--- config.mk ---
export PLATFORM = sky130hd
export DESIGN_NAME = kernel_fetch_ctrl
export DESIGN_NICKNAME = d
export VERILOG_FILES = /design/src/rtl/kernel_fetch_ctrl.sv
export SDC_FILE = /design/constraint.sdc
export NUM_CORES = 1
export LEC_CHECK = 0
export CAP_MARGIN = 20
export CELL_PAD_IN_SITES_DETAIL_PLACEMENT = 1
export CELL_PAD_IN_SITES_GLOBAL_PLACEMENT = 2
export CORE_MARGIN = 2
export CORE_UTILIZATION = 18
export DETAILED_ROUTE_END_ITERATION = 6
export PLACE_DENSITY = 0.95
export RECOVER_POWER = 25
export SLEW_MARGIN = 15
export SYNTH_ARGS = -nofsm -noshare
export SYNTH_HDL_FRONTEND = slang
export SYNTH_SLANG_ARGS = --single-unit
--- constraint.sdc ---
create_clock -name clk -period 5.6 [get_ports clk]
set_input_delay 0.56 -clock clk [delete_from_list [all_inputs] [get_ports clk]]
set_output_delay 0.56 -clock clk [all_outputs]
set_load 0.01 [all_outputs]
--- src/rtl/kernel_fetch_ctrl.sv ---
// Kernel weight BRAM owner: streams a full kernel set in (LOAD) and reads one
// input channel's K*K words back out as a valid/ready stream (FETCH/DRAIN).
module kernel_fetch_ctrl #(
  parameter int KERNEL_WEIGHT_BITS     = 6,
  parameter int KERNEL_SIZE            = 3,
  parameter int IN_CHANNELS            = 6,
  parameter int OUT_CHANNELS           = 6,
  parameter int DATA_WIDTH             = KERNEL_WEIGHT_BITS*OUT_CHANNELS,
  parameter int TOTAL_KERNEL_POSITIONS = IN_CHANNELS*KERNEL_SIZE*KERNEL_SIZE,
  parameter int ADDR_WIDTH             = $clog2(TOTAL_KERNEL_POSITIONS),
  parameter int POS_WIDTH              = $clog2(KERNEL_SIZE*KERNEL_SIZE),
  parameter int CH_WIDTH               = (IN_CHANNELS > 1) ? $clog2(IN_CHANNELS) : 1
)(
  input  logic                  clk,
  input  logic                  rst,
  input  logic                  load_start,
  input  logic                  fetch_start,
  input  logic [CH_WIDTH-1:0]   fetch_ch,
  output logic                  start_ready,
  input  logic                  wr_valid,
  output logic                  wr_ready,
  input  logic [DATA_WIDTH-1:0] wr_data,
  output logic                  w_valid,
  input  logic                  w_ready,
  output logic [DATA_WIDTH-1:0] w_data,
  output logic [POS_WIDTH-1:0]  w_pos,
  output logic                  w_last,
  output logic                  load_done,
  output logic                  fetch_done,
  output logic                  cmd_err,
  output logic                  bram_en,
  output logic                  bram_we,
  output logic [ADDR_WIDTH-1:0] bram_addr,
  output logic [DATA_WIDTH-1:0] bram_din,
  input  logic [DATA_WIDTH-1:0] bram_dout
);

  localparam int KK = KERNEL_SIZE*KERNEL_SIZE;
  localparam logic [POS_WIDTH-1:0]  POS_LAST  = POS_WIDTH'(KK-1);
  localparam logic [ADDR_WIDTH-1:0] ADDR_LAST = ADDR_WIDTH'(TOTAL_KERNEL_POSITIONS-1);
  localparam logic [ADDR_WIDTH-1:0] KK_A      = ADDR_WIDTH'(KK);
  localparam logic [CH_WIDTH:0]     CH_LIM    = (CH_WIDTH+1)'(IN_CHANNELS);

  localparam logic [1:0] S_IDLE  = 2'd0;
  localparam logic [1:0] S_LOAD  = 2'd1;
  localparam logic [1:0] S_FETCH = 2'd2;
  localparam logic [1:0] S_DRAIN = 2'd3;

  logic [1:0]            state_q, state_d;
  logic [ADDR_WIDTH-1:0] addr_q, addr_d;
  logic [ADDR_WIDTH-1:0] base_q, base_d;
  logic [POS_WIDTH-1:0]  pos_q, pos_d;
  logic                  w_valid_q, w_valid_d;
  logic [POS_WIDTH-1:0]  w_pos_q, w_pos_d;
  logic                  w_last_q, w_last_d;
  logic                  load_done_q, load_done_d;
  logic                  fetch_done_q, fetch_done_d;
  logic                  cmd_err_q, cmd_err_d;
  logic                  issue;

  assign start_ready = (state_q == S_IDLE);
  assign wr_ready    = (state_q == S_LOAD);
  assign w_valid     = w_valid_q;
  assign w_pos       = w_pos_q;
  assign w_last      = w_last_q;
  assign load_done   = load_done_q;
  assign fetch_done  = fetch_done_q;
  assign cmd_err     = cmd_err_q;
  // w_data holds under backpressure because the BRAM is not re-enabled while stalled
  assign w_data      = bram_dout;

  always_comb begin
    state_d      = state_q;
    addr_d       = addr_q;
    base_d       = base_q;
    pos_d        = pos_q;
    w_valid_d    = w_valid_q;
    w_pos_d      = w_pos_q;
    w_last_d     = w_last_q;
    load_done_d  = 1'b0;
    fetch_done_d = 1'b0;
    cmd_err_d    = 1'b0;
    issue        = 1'b0;
    bram_en      = 1'b0;
    bram_we      = 1'b0;
    bram_addr    = '0;
    bram_din     = '0;
    case (state_q)
      S_IDLE: begin
        if (load_start) begin
          state_d = S_LOAD;
          addr_d  = '0;
        end else if (fetch_start) begin
          if ({1'b0, fetch_ch} < CH_LIM) begin
            state_d = S_FETCH;
            base_d  = ADDR_WIDTH'(fetch_ch) * KK_A;
            pos_d   = '0;
          end else begin
            cmd_err_d = 1'b1;
          end
        end
      end
      S_LOAD: begin
        if (wr_valid) begin
          bram_en   = 1'b1;
          bram_we   = 1'b1;
          bram_addr = addr_q;
          bram_din  = wr_data;
          if (addr_q == ADDR_LAST) begin
            load_done_d = 1'b1;
            addr_d      = '0;
            state_d     = S_IDLE;
          end else begin
            addr_d = addr_q + 1'b1;
          end
        end
      end
      S_FETCH: begin
        // read the next word only when the output register is free or being drained
        issue = !w_valid_q || w_ready;
        if (issue) begin
          bram_en   = 1'b1;
          bram_addr = base_q + ADDR_WIDTH'(pos_q);
          w_valid_d = 1'b1;
          w_pos_d   = pos_q;
          w_last_d  = (pos_q == POS_LAST);
          if (pos_q == POS_LAST) begin
            pos_d   = '0;
            state_d = S_DRAIN;
          end else begin
            pos_d = pos_q + 1'b1;
          end
        end
      end
      S_DRAIN: begin
        if (w_valid_q && w_ready) begin
          w_valid_d    = 1'b0;
          w_pos_d      = '0;
          w_last_d     = 1'b0;
          fetch_done_d = 1'b1;
          state_d      = S_IDLE;
        end
      end
      default: state_d = S_IDLE;
    endcase
  end

  always_ff @(posedge clk or posedge rst) begin
    if (rst) begin
      state_q      <= S_IDLE;
      addr_q       <= '0;
      base_q       <= '0;
      pos_q        <= '0;
      w_valid_q    <= 1'b0;
      w_pos_q      <= '0;
      w_last_q     <= 1'b0;
      load_done_q  <= 1'b0;
      fetch_done_q <= 1'b0;
      cmd_err_q    <= 1'b0;
    end else begin
      state_q      <= state_d;
      addr_q       <= addr_d;
      base_q       <= base_d;
      pos_q        <= pos_d;
      w_valid_q    <= w_valid_d;
      w_pos_q      <= w_pos_d;
      w_last_q     <= w_last_d;
      load_done_q  <= load_done_d;
      fetch_done_q <= fetch_done_d;
      cmd_err_q    <= cmd_err_d;
    end
  end

endmodule
* Yosys cells after proc, flatten, opt, wreduce, memory -nomap -nowiden *
Cells that the tools add are included.

word-level totals
  register bits = 27
  input port bits = 81
  output and inout port bits = 91
  word-level logic and storage cells = 89

operators by class
  $add $sub $neg = 3
  multipliers = 1
  order comparisons = 1
  eq/ne operators = 16
  muxes and demuxes = 45
  bitwise operators = 1
  reductions and logical operators = 12

operators with widths
  cell                                                                     count
  36-bit two-way mux                                                       2
  6-bit two-way mux                                                        5
  4-bit two-way mux                                                        7
  6-bit one-hot mux with 2 select lines                                    2
  2-bit two-way mux                                                        8
  4-bit one-hot mux with 2 select lines                                    2
  1-bit two-way mux                                                        15
  2-bit inequality test, second input constant                             7
  2-bit one-hot mux with 4 select lines                                    1
  7-bit AND reduction                                                      1
  6-bit by 1-bit adder with 6-bit output, second input constant            1
  6-bit by 4-bit adder with 6-bit output                                   1
  6-bit equality test, second input constant                               1
  3-bit by 4-bit multiplier with 6-bit output, second input constant       1
  1-bit one-hot mux with 2 select lines                                    3
  3-bit AND reduction                                                      2
  2-bit nonzero test                                                       3
  5-bit AND reduction                                                      1
  4-bit by 1-bit adder with 4-bit output, second input constant            1
  2-bit equality test, second input constant                               2
  4-bit equality test, second input constant                               1
  2-bit by 1-bit inequality test with 1-bit output, second input constant  2
  4-bit AND reduction                                                      1
  3-bit < comparator, second input constant                                1
  8 further kinds                                                          8

* Longest topological paths before layout *
  word-level depth = 5
  mapped depth = 7
  gate-level depth less buffers = 7

* Worst setup path before layout *
Ideal clock, no wire load.

  path type = register to output
  start = register pos_q[0]
  end = output bram_addr[4]
  data arrival time = 1.651 ns
  required time = 5.040 ns
  slack = 3.389 ns
  stages on the path, launching flop included = 8
  path buffers = 0
  cell sequence = dfrtp_1 -> ha_1 -> inv_1 -> fa_1 -> nor2b_1 -> o21a_1 -> nor3_1 -> o31ai_1

between the ends
  word-level cells in the longest chain between the ends = 3

RTL lines
  what                                    line  text
  from (decl)                             52    logic [POS_WIDTH-1:0] pos_q, pos_d;
  from (signal assigned)                  164   pos_q <= pos_d;
  6-bit by 4-bit adder with 6-bit output  123   bram_addr = base_q + ADDR_WIDTH'(pos_q);
  6-bit two-way mux                       121   if (issue) begin
  6-bit one-hot mux with 2 select lines   88    case (state_q)
  to (decl)                               33    output logic [ADDR_WIDTH-1:0] bram_addr,

Every way passes these cells.

* Worst setup path after layout *
  start = input wr_valid
  end = output bram_addr[1]

between the ends
  word-level cells in the longest chain between the ends = 2

RTL lines
  what                                   line  text
  from (decl)                            20    input logic wr_valid,
  6-bit two-way mux                      104   if (wr_valid) begin
  6-bit one-hot mux with 2 select lines  88

Every way passes these cells.

==> metrics list <==
- Leading cell types by total area after synthesis: dfrtp_1 (28%), buf_4 (13%), and3_1 (12%), ha_1 (6.9%), nor2b_1 (3.2%)
- The largest total area in the synthesized netlist belongs to dfrtp_1.
- For this run, design rule violations remaining after detail routing come to 0.
- STA classifies the critical path startpoint as an input pin.
- Layout overhead on the synthesized area: 44.0%
- Worst ir drop on vdd: 153 µV
- Quantity of gates resized following cts: 0
- Syn avg cell area: 8.18 µm²
- Worst reg2reg path endpoint: addr_q[5]
- EDFF count, synth: 0
- The critical path is of the input pin to primary output type.
* Cell row count: 40
- Wires add up to just under 7 mm.
- Leakage: about 1.4 nW
- Counting instances, the worst hold path has a depth of 2.
- Clock buffer count from CTS: 3
- Vias per cell: approximately 4.5
- Ratio of cells with drive above 1 in the final layout: 0.0411
* Slew Limit Fails: 0
- Wire length per cell after detailed routing: around 15 µm
- The worst register-to-register path begins at state_q[1].
- Number of cells produced by synthesis: 264
* H-tree lvl count: 1
- The detail route stage leaves a number of antenna-violating nets equal to 0.
- The tool flagged a number of max-cap violations equal to 0.
- For this run, the register share of the synthesized area comes to 0.278.
- On the final layout, the worst clock skew is 0.926 ps.
- Most used DFF post-synth: dfrtp_1
* Period utilisation layout: 0.619
- Critical Path RT: about 5000 ps
- For flop-to-flop paths, the worst setup slack is ~3400 ps.
- Maximum count of clock buffers along a single path: 2
- Total GRT Usage: 0.106
- CTS clk-pin slew, worst paths: ~60 ps
- Number of warnings printed during yosys synthesis: 0
- WP data arrival: 2900 ps
- Global-route wire length before repair: approximately 11 mm
* Number of DRC violations after detailed-routing iteration 0: between 60 and 70
- Setup TNS after final layout: 0 ps
- At the pin with the least slew margin, the transition time is 941 ps.
- IO Pins: 172
- In this run the power density over the cells is 378 mW/mm².
- Area enclosed by the die boundary: 0.0129 mm²
* Async set-reset flop share out of synthesis: 1.00
- Nets: 411
- At the end of routability-driven placement, the weighted congestion stood at 0.776.
- Starting utilization of the core area: 0.182
* Number of buffers added to fix hold violations after cts: 0
- Num Clock Sinks: 24
* Max FO, Critical Path: 38
* Largest net degree at the start of global routing: between 40 and 50
- IO buf count: 99
* Initial DRT Pass Iterations: 4
- Hold crit path type: register to register
- Derived from the worst setup path, the maximum achievable clock frequency is 289 MHz.
- The count of endpoints failing hold in the final timing report was 0.
* Setup repair after global routing missed its margin: no
- Total half-perimeter wirelength after legalization and detailed placement: 5.41 mm
- Measured along the x axis, the die boundary spans ~110 µm.
- The path with the worst hold slack has its endpoint at w_pos[1].
- The initial antenna violation count is 0.
* Sort of element at the end of the critical path: primary output
- The share of synthesized area in the top cell type comes to 0.278.
- Vias after detailed routing: roughly 2100
- Post-synth cell types: 43
- TritonCTS clock tree: built
* Setup-failing EPs final: 0
- Cells on worst reg2reg path: 6
- Buffers added to address setup during post-CTS repair amount to 0.
- Synthesis produced a netlist with a net count of 358.
* FF+latch count, synth: 24
* Minimum clock period after layout: 3460 ps
- The flow ran to the end, and the final reports show no timing, DRC or antenna violations.
- Mapped cell area: 0.00216 mm²
* PnR Total Power: around 1.2 mW
- The via count of the first global-routing pass was 2287.
- Antenna diode count: 0
- Slew HR: 0.371
- Core area: 0.0119 mm²
* Overall overflow remaining after global route: 0
- Height of the chip: 114 µm
- The later pin in the worst-skew pair is clocked with a latency of 260 ps.
- In this run the most critical hold path is launched from w_pos[1].
- Root buffer cell: clkbuf_16
worst max-delay path: stages:
cell and delay, ps:
clkdlybuf4s50_1 1090, and2_1 420, nand2_1 90, o21ai_0 70, and2_1 140, clkdlybuf4s50_1 530
Yosys cell counts (all sizes together) (2+ instances only):
| library cell | n |
|---|---|
| and2 | 5 |
| dfrtp | 24 |
| nand2 | 13 |
| a22oi | 5 |
| clkbuf | 16 |
| nor2 | 13 |
| a21oi | 7 |
| a21o | 5 |
| o21ai | 13 |
| mux2 | 2 |
| inv | 12 |
| o31ai | 2 |
| nand2b | 5 |
| nor2b | 11 |
| a31oi | 3 |
| o21a | 3 |
| nand4 | 2 |
| mux2i | 2 |
| a32oi | 2 |
| nand3b | 2 |
| nand3 | 8 |
| buf | 36 |
| a22o | 4 |
| ha | 12 |
| and3 | 40 |
cell usage in the layout, fill, tap and decap left out, types with 2 or more instances in the layout:
cell type	count
nor2b_1	11
ha_1	11
nand4_1	2
nand3_1	8
dfrtp_1	24
o31ai_1	2
and2_1	5
a21o_1	5
o21a_1	3
clkbuf_16	3
a21oi_1	7
and3_1	40
a22oi_1	5
a32oi_1	2
mux2i_1	2
clkdlybuf4s50_1	98
inv_1	12
nor2_1	13
a31oi_1	3
a22o_1	4
nand3b_1	2
o21ai_0	13
nand2b_1	5
nand2_1	13
worst max path at each step:
stage               start            to  slack (ps)  cells after the start
2_1_floorplan    pos_q[0]  bram_addr[4]        3390                      7
3_3_place_gp     wr_valid  bram_addr[1]        2200                      6
3_5_place_dp     wr_valid  bram_addr[1]        2090                      6
4_1_cts        state_q[1]  bram_addr[1]        2030                      7
5_1_grt          wr_valid  bram_addr[1]        1930                      6
6_report         wr_valid  bram_addr[1]        2140                      6
logic make-up (layout without fill, tap and decap cells):
| kind of cell | Yosys count | count (layout) | share of synthesized area |
|---|---|---|---|
| compound gates | 52 | 52 | 0.165 |
| buf+inv | 64 | 116 | 0.174 |
| flops | 24 | 24 | 0.278 |
| fa+ha+maj | 13 | 13 | 0.0787 |
| mux | 4 | 4 | 0.0214 |
| simple gates | 105 | 105 | 0.275 |
| xor+xnor | 2 | 2 | 0.00811 |
where the power goes:
group,internal (mW),switching (mW)
Sequential,0.223,0.0715
Clock,0.109,0.0629
Combinational,0.346,0.363
Total,0.678,0.498
metal layers:
| layer | share of wire | routed length [µm] | track usage | vias to the layer above |
|---|---|---|---|---|
| met4 | 0.012 | 80 | 0.0252 | 0 |
| met2 | 0.51 | 3490 | 0.192 | 93 |
| met5 | 0 | 0 | 0 | - |
| li1 | - | - | - | 988 |
| met3 | 0.084 | 575 | 0.0292 | 10 |
| met1 | 0.40 | 2730 | 0.123 | 1000 |
stage by stage:
| stage | hold slack (ps) | area [µm²] | util | setup WS, ps | instances |
|---|---|---|---|---|---|
| global route | 577 | 3110 | 0.262 | 1930 | 463 |
| CTS | 555 | 3090 | 0.261 | 2030 | 462 |
| detailed placement | 539 | 3010 | 0.253 | 2090 | 458 |
| finish | 547 | 3110 | 0.262 | 2140 | 463 |
| global placement | 506 | 3010 | 0.253 | 2200 | 458 |
| floorplan | 508 | 2160 | - | 3390 | 264 |
registers in the layout, indices dropped and copies added, names as in the netlist:
| name | cells |
|---|---|
| fetch_done | 1 |
| addr_q | 6 |
| base_q | 3 |
| w_last | 1 |
| state_q | 2 |
| pos_q | 4 |
| w_valid | 1 |
| cmd_err | 1 |
| w_pos | 4 |
| load_done | 1 |
cell type report:
class	count	area [µm²]
clock buffer	4	88.8
fill	1376	8750
inverter	12	45.0
multi-input combinational	176	1190
sequential	24	601
tap	147	184
timing repair buffer	100	1010
Note: power is estimated with default switching activity, not from simulation.
